### src/rtl/code_unpacker_if.sv
// Handshake and data bundle between the packed-word source / code parser and the unpacker.
// master drives words and consume requests; slave is the unpacker itself.
interface code_unpacker_if #(
  parameter int WIDTH = 32
);
  localparam int CW = $clog2(WIDTH) + 1;

  logic             ena_in;
  logic             rdy_out;
  logic [WIDTH-1:0] word;
  logic             flush;
  logic             take;
  logic [CW-1:0]    consume;
  logic [WIDTH-1:0] out;
  logic [CW-1:0]    avail;
  logic             ena_out;

  modport master (
    output ena_in, word, flush, take, consume,
    input  rdy_out, out, avail, ena_out
  );

  modport slave (
    input  ena_in, word, flush, take, consume,
    output rdy_out, out, avail, ena_out
  );
endinterface

### src/rtl/code_unpacker.sv
// Bit-stream unpacker: buffers up to two packed words and presents the next unconsumed
// bits MSB-aligned so the code parser can consume a variable number of bits per cycle.
module code_unpacker #(
  parameter int WIDTH = 32
) (
  input  logic           clk,
  input  logic           rst,
  code_unpacker_if.slave bus
);
  localparam int CW = $clog2(WIDTH) + 1;
  localparam int NW = $clog2(WIDTH) + 2;

  logic [2*WIDTH-1:0] bit_buf;
  logic [NW-1:0]      count;

  logic [NW-1:0]      c;
  logic [NW-1:0]      r;
  logic               accept;
  logic [2*WIDTH-1:0] incoming;
  logic [2*WIDTH-1:0] buf_nxt;
  logic [NW-1:0]      count_nxt;

  // An over-consume is a protocol error; clamping keeps count from wrapping.
  function automatic logic [NW-1:0] clamp_consume(input logic [CW-1:0] req,
                                                  input logic [NW-1:0] lim);
    logic [NW-1:0] ext;
    ext = NW'(req);
    return (ext > lim) ? lim : ext;
  endfunction

  always_comb begin
    bus.rdy_out = !rst && !bus.flush && (count <= NW'(WIDTH));
    accept      = bus.ena_in && bus.rdy_out;
    c           = bus.take ? clamp_consume(bus.consume, count) : '0;
    r           = count - c;
    // Word placed directly behind the r surviving bits; equals word << (WIDTH - r)
    // for r <= WIDTH without ever forming a negative shift amount.
    incoming    = {bus.word, {WIDTH{1'b0}}} >> r;
    buf_nxt     = (bit_buf << c) | (accept ? incoming : '0);
    count_nxt   = r + (accept ? NW'(WIDTH) : '0);
  end

  always_ff @(posedge clk) begin
    if (rst || bus.flush) begin
      bit_buf <= '0;
      count   <= '0;
    end else begin
      bit_buf <= buf_nxt;
      count   <= count_nxt;
    end
  end

  assign bus.out     = bit_buf[2*WIDTH-1:WIDTH];
  assign bus.avail   = (count > NW'(WIDTH)) ? CW'(WIDTH) : count[CW-1:0];
  assign bus.ena_out = (count != '0);
endmodule

### src/flat_wrapper.sv
// flat-port wrapper written by rule: the top's interface ports become plain ports
module code_unpacker_flat 
#(
  parameter int WIDTH = 32
)
  (clk, rst, bus_ena_in, bus_word, bus_flush, bus_take, bus_consume, bus_rdy_out, bus_out, bus_avail, bus_ena_out);
  code_unpacker_if #(.WIDTH(WIDTH)) bus_i ();
  input  logic clk;
  input  logic rst;
  input wire logic [$bits(bus_i.ena_in)-1:0] bus_ena_in;
  input wire logic [$bits(bus_i.word)-1:0] bus_word;
  input wire logic [$bits(bus_i.flush)-1:0] bus_flush;
  input wire logic [$bits(bus_i.take)-1:0] bus_take;
  input wire logic [$bits(bus_i.consume)-1:0] bus_consume;
  output wire logic [$bits(bus_i.rdy_out)-1:0] bus_rdy_out;
  output wire logic [$bits(bus_i.out)-1:0] bus_out;
  output wire logic [$bits(bus_i.avail)-1:0] bus_avail;
  output wire logic [$bits(bus_i.ena_out)-1:0] bus_ena_out;
  assign bus_i.ena_in = bus_ena_in;
  assign bus_i.word = bus_word;
  assign bus_i.flush = bus_flush;
  assign bus_i.take = bus_take;
  assign bus_i.consume = bus_consume;
  assign bus_rdy_out = bus_i.rdy_out;
  assign bus_out = bus_i.out;
  assign bus_avail = bus_i.avail;
  assign bus_ena_out = bus_i.ena_out;
  code_unpacker #(.WIDTH(WIDTH)) u_core (.clk(clk), .rst(rst), .bus(bus_i));
endmodule
### config.mk
export PLATFORM = sky130hd
export DESIGN_NAME = code_unpacker_flat
export DESIGN_NICKNAME = d
export VERILOG_FILES = /design/src/rtl/code_unpacker_if.sv /design/src/rtl/code_unpacker.sv /design/src/flat_wrapper.sv
export SDC_FILE = /design/constraint.sdc
export NUM_CORES = 1
export LEC_CHECK = 0
export ABC_AREA = 1
export ABC_CLOCK_PERIOD_IN_PS = 7100
export BUFFER_PORTS_ARGS = -buffer_cell sky130_fd_sc_hd__buf_2
export CORE_MARGIN = 2
export CORE_UTILIZATION = 67
export DETAILED_ROUTE_END_ITERATION = 8
export HOLD_SLACK_MARGIN = 0.08
export PLACE_DENSITY_LB_ADDON = 0.15
export SYNTH_ARGS = -nofsm -noshare
export SYNTH_HDL_FRONTEND = slang
export SYNTH_SLANG_ARGS = --single-unit
### constraint.sdc
create_clock -name clk -period 7.1 [get_ports clk]
set_clock_uncertainty 0.15 [all_clocks]
set_input_delay 1.42 -clock clk [delete_from_list [all_inputs] [get_ports clk]]
set_output_delay 1.42 -clock clk [all_outputs]
set_load 0.1 [all_outputs]
* After elaboration in Yosys (flattened, before gate mapping)
Cells that the tools add are included.
** Cells by class
- Reductions and logical operators :: 7
- Shift-type cells :: 2
- Bitwise logic cells :: 1
- Muxes and demuxes :: 5
- Order comparisons :: 3
- Add/subtract/negate cells :: 2
** Operator list (number)
- $mux W64 :: 1
- $or A64 B64 Y64 :: 1
- $shl A64 B7 Y64 :: 1
- $shr A64 B7 Y64 :: 1
- $mux W7 :: 2
- $mux W6 :: 2
- $add A7 B7 Y7 :: 1
- $gt A6 B7 Y1 :: 1
- $gt A7 B6 Y1 const B :: 1
- $le A7 B6 Y1 const B :: 1
- $reduce_bool A7 Y1 :: 1
- $sub A7 B7 Y7 :: 1
- $logic_and A1 B1 Y1 :: 3
- $logic_not A1 Y1 :: 2
- $logic_or A1 B1 Y1 :: 1
** Storage, ports and cells
- Bits of input ports :: 43
- Register bits after elaboration :: 71
- Output and inout port bits :: 40
- Word-level logic and storage cells :: 22

* Logic depth before layout (Yosys ltp)
- Word-level depth :: 7
- Depth in mapped cells :: 30
- Gate-level depth less buffers :: 27

* Worst setup path before layout
OpenSTA, ideal clock, no wires.
- Kind :: input port to flip-flop
- Start point :: input port bus_consume[5]
- End point :: register u_core.bit_buf[9]
- Buffers on the path :: 3
- Required time :: 6.818 ns
- Cell stages on the path :: 20
- Arrival time :: 4.721 ns
- Setup slack :: 2.097 ns
- Library setup time :: 0.132 ns
- Path through :: ha_1 inv_1 nor3_2 nand2_1 nand2_2 nand3_2 nand3_2 buf_4 inv_2 ha_1 fa_1 buf_2 clkbuf_1 mux2i_1 o21ai_0 nand2_1 o21ai_0 or2_2 a31oi_1 a21oi_1
** Between the ends
- Longest elaborated chain between the ends :: 7
- Elaborated cells on any way between the ends :: 8
- Classes of those cells :: add/sub (1); order compare (1); shift (2); mux (3); bitwise (1)
** Ends and longest elaborated chain
- start, declared :: RTL line flat_wrapper.sv:14 : input wire logic [$bits(bus_i.consume)-1:0] bus_consume;
- $gt A6 B7 Y1 :: RTL line code_unpacker.sv:28 : return (ext > lim) ? lim : ext;
- $mux W7 (*) :: RTL line code_unpacker.sv:28
- $mux W7 (*) :: RTL line code_unpacker.sv:34 : c = bus.take ? clamp_consume(bus.consume, count) : '0;
- $sub A7 B7 Y7 :: RTL line code_unpacker.sv:35 : r = count - c;
- $shr A64 B7 Y64 :: RTL line code_unpacker.sv:38 : incoming = {bus.word, {WIDTH{1'b0}}} >> r;
- $mux W64 :: RTL line code_unpacker.sv:39 : buf_nxt = (bit_buf << c) | (accept ? incoming : '0);
- $or A64 B64 Y64 (*) :: RTL line code_unpacker.sv:39
- end signal, assigned :: RTL line code_unpacker.sv:48 : bit_buf <= buf_nxt;
- end, declared :: RTL line code_unpacker.sv:13 : logic [2*WIDTH-1:0] bit_buf;
Every way passes the cells marked *; elsewhere a longest branch is shown, timed or not.
A chain may end at the register's enable or synchronous reset.

* Worst setup path after layout
- Start point :: input port bus_consume[5]
- End point :: register u_core.bit_buf[34]
The elaborated chain is that of the path after synthesis.

==> metrics.md <==
| Metric | Value |
|---|---|
| Status | complete, but fails checks |
| Failing checks | DRC |
| FF+latch count, synth | 71 |
| Worst r2r dst | u_core.bit_buf[34] |
| Setup slack at placement | roughly 1.2 ns |
| Distinct cell type count after synthesis | 38 |
| Max_slew headroom | 0.323 |
| Placed instance area | 9410 µm² |
| Core Region | 13800 µm² |
| Seq/Total Area, Yosys | 0.151 |
| Final Cell Area | 9720 µm² |
| EDFF count, synth | 0 |
| TritonCTS clock tree | yes |
| Main combinational cell family by area after synthesis | simple AND/OR/NAND/NOR gates |
| P&R area growth vs syn | 3.01% |
| Final Cycle Share | 0.815 |
| Synth Area in Compound Gates | 0.118 |
| Fin crit period | between 5 and 6 ns |
| Routed length per instance | approximately 20 µm |
| Clock Sinks | between 70 and 80 |
| Largest delay share family, worst path | compound AO/OA/AOI/OAI gates |
| Worst-case clock buffer depth | 2 |
| Kind of critical path | input port to flip-flop |
| Ys flop type | dfxtp_1 |
| RSZ-0062 raised after global routing | no |
| Largest net degree at the start of global routing | 70 |
| Cell Area, Synth | ~9400 µm² |
| Biggest area consumer among synthesized cells | nand3_1 |
| Post-Synth Adder-Cell Area | 0.0207 |
| Mux contribution to synthesized area | 0.0212 |
| XOR/XNOR Fraction of Synth Area | 0.00464 |
| Simple-Gate Fraction of Synth Area | 0.532 |
| Critical Path Start Type | input port |
| Post-DP HPWL | approximately 26000 µm |
| Final Max Tran Viols | 0 |
| Worst path slowest cell | inv_1 |
| CTS resizes | 0 |
| Die area | roughly 15000 µm² |
| Syn Area/Cell | about 5.5 µm² |
| Worst Hold Class | flip-flop to flip-flop |
| Final nets | roughly 1700 |
| Vias in the first global route | between 10000 and 15000 |
| R2r worst-path depth | 23 |
| DRC | 6 |
| ANT cells | 0 |
| Buf/Inv on CP | 5 |
| Synth warn | 0 |
| Share of synthesized registers carrying an async set or reset | 0 |
| RR Startpoint | u_core.count[2] |
| Initial antenna violation count | 0 |
| Total of max-cap violations | 0 |
| Total gr overflow | 0 |
| Die width | roughly 120 µm |
| Setup crit end | u_core.bit_buf[34] |
| Layout fillers | about 1400 |
| Synthesized instance count | around 1700 |
| Ranking of synthesized cells by area | nand3_1 28%, dfxtp_1 15%, nand2_1 14%, inv_1 5.8%, o21ai_0 5.1% |
| Hold Vio Cnt, Final | 0 |
| Worst slew pin tran | ~1.0 ns |
| Setup slack, reg-to-reg | about 2 ns |
| Crit path depth | 23 |
| CTS Buf Count | 9 |
| Drt first pass iters | 9 |
| Total track usage | 0.490 |
| Worst EP arrival | 5.82 ns |
| First-pass GRT wire length | about 57000 µm |
| Reg clk slew, reported paths | ~0.060 ns |
| Setup_tns | 0 ns |
| CP peak stage delay | ~0.68 ns |
| Hold_buf cts | 0 |
| Cell with the most instances after synthesis | nand3_1 |
| CP max FO | 32 |
| Crit. End Element | flip-flop |
| Setup violators final | 0 |
| Routed vias | approximately 12000 |
| H-tree lvl count | 3 |
| Site row count | 43 |
| Initial DRC count | ~3000 |
| Vias/cell | 6.73 |
| Final worst slack | 1.32 ns |
| Top cell type's share of synthesized area | 0.284 |
| DRT antenna net count | 0 |
| Total routed wirelength | about 37000 µm |
| Most frequent cells after synthesis | 536 x nand3_1, 361 x nand2_1, 146 x inv_1 |
| Peak Freq | 173 MHz |
| Post-Route Utilization | 0.703 |
| Syn Nets | approximately 1800 |
| Chip Height | between 100 and 150 µm |
| CP cell instances | buf_2 > ha_1 > inv_1 > nor2_1 > a21oi_1 > nand2_2 > nand2_4 > nand2_4 > nand3_2 > inv_2 > ha_1 > fa_1 > buf_4 > inv_1 > o21ai_0 > nand2_1 > o21ai_0 > nand2_1 > nand2_1 > o21ai_0 > nor2_1 > a21oi_1 > a21oi_1 |
| Final Wtd Congestion | between 1 and 1.5 |
| Post-CTS Setup Inserts | 0 |
| Crit. Startpoint | bus_consume[5] |
| CTS root buf | clkbuf_16 |
| Worst endpoint required time | roughly 7 ns |
| IO Pins | 83 |
| Worst skew pair latency | 0.35 ns |
| Layout cells sized above 1 | 0.0932 |
| Port Buf Inserts | between 80 and 90 |
| Initial core utilization | 0.683 |
-- kinds of logic (layout without fill, tap and decap cells) --
| logic type | count (synthesis) | in the layout |
|---|---|---|
| and+or+nand+nor | 1082 | 1082 |
| buffers and inverters | 324 | 277 |
| AOI/OAI and AO/OA | 204 | 204 |
| DFF | 71 | 71 |
| muxes | 20 | 20 |
| adders and majority gates | 15 | 15 |
| xor gates and xnor gates | 5 | 5 |
-- through the flow --
step           std cells  hold WS (ns)
2_1_floorplan       1721         0.531
3_3_place_gp        1838         0.580
3_5_place_dp        1838         0.604
4_1_cts             1854         0.614
5_1_grt             1854         0.703
6_report            1854         0.623
-- layout by cell type (no fill, tap or decap), types with 3 or more instances in the layout --
cell / netlist / final
buf_4: 39 / 24
buf_2: 52 / 82
o211ai_1: 12 / 12
a31oi_1: 25 / 25
xor2_1: 4 / 3
nand4_1: 71 / 71
a21oi_1: 54 / 54
o22a_1: 3 / 3
nand3_2: 4 / 4
o21ai_1: 5 / 5
nor2_2: 2 / 4
o21ai_0: 96 / 96
clkbuf_16: 0 / 9
nor2_1: 90 / 88
nand2_1: 361 / 361
o21a_1: 4 / 4
ha_1: 14 / 14
dfxtp_1: 71 / 71
inv_2: 8 / 8
mux2i_1: 20 / 20
inv_1: 146 / 146
or2_2: 8 / 8
nand3_1: 536 / 536
-- worst min-delay path, stage by stage, from the launching register on --
cell and delay (ns):
dfxtp_1 0.31, nand2_1 0.06, nand2_1 0.07, nand2_1 0.10, nor2_2 0.06, nand4_1 0.06, a21oi_1 0.06
-- cell type report --
cell class | instances | area, µm² | area share
clock buffers | 11 | 253 | 0.0260
clock inverters | 5 | 56.3 | 0.00579
inverters | 155 | 582 | 0.0598
multi-input cells | 1326 | 6600 | 0.678
flip-flops and latches | 71 | 1420 | 0.146
well taps | 180 | 225 | 0.0232
repair buffers | 106 | 591 | 0.0607
-- registers in the layout, summed over array words and instances (netlist names) --
name	flops
u_core.count	7
u_core.bit_buf	64
-- worst min-delay path by stage --
| stage | from | end | slack, ns | cells after the start |
|---|---|---|---|---|
| floorplan | u_core.bit_buf[1] | u_core.bit_buf[1] | 0.53 | 6 |
| global placement | u_core.bit_buf[1] | u_core.bit_buf[1] | 0.58 | 6 |
| detailed placement | u_core.bit_buf[1] | u_core.bit_buf[1] | 0.60 | 6 |
| CTS | u_core.bit_buf[1] | u_core.bit_buf[1] | 0.61 | 6 |
| global route | u_core.bit_buf[1] | u_core.bit_buf[1] | 0.70 | 6 |
| finish | u_core.bit_buf[1] | u_core.bit_buf[1] | 0.62 | 6 |
-- layer usage --
metal / vias to the layer above / routed length (µm) / GRT usage
met4: 0 / 2020 / 0.190
met1: 5453 / 14000 / 0.656
met3: 214 / 6810 / 0.249
li1: 5736 / - / -
met2: 1074 / 14300 / 0.658
met5: - / 0 / 0
Power is not shown: default switching activity piles up to over one toggle a cycle in this logic, so the estimate is an artifact.
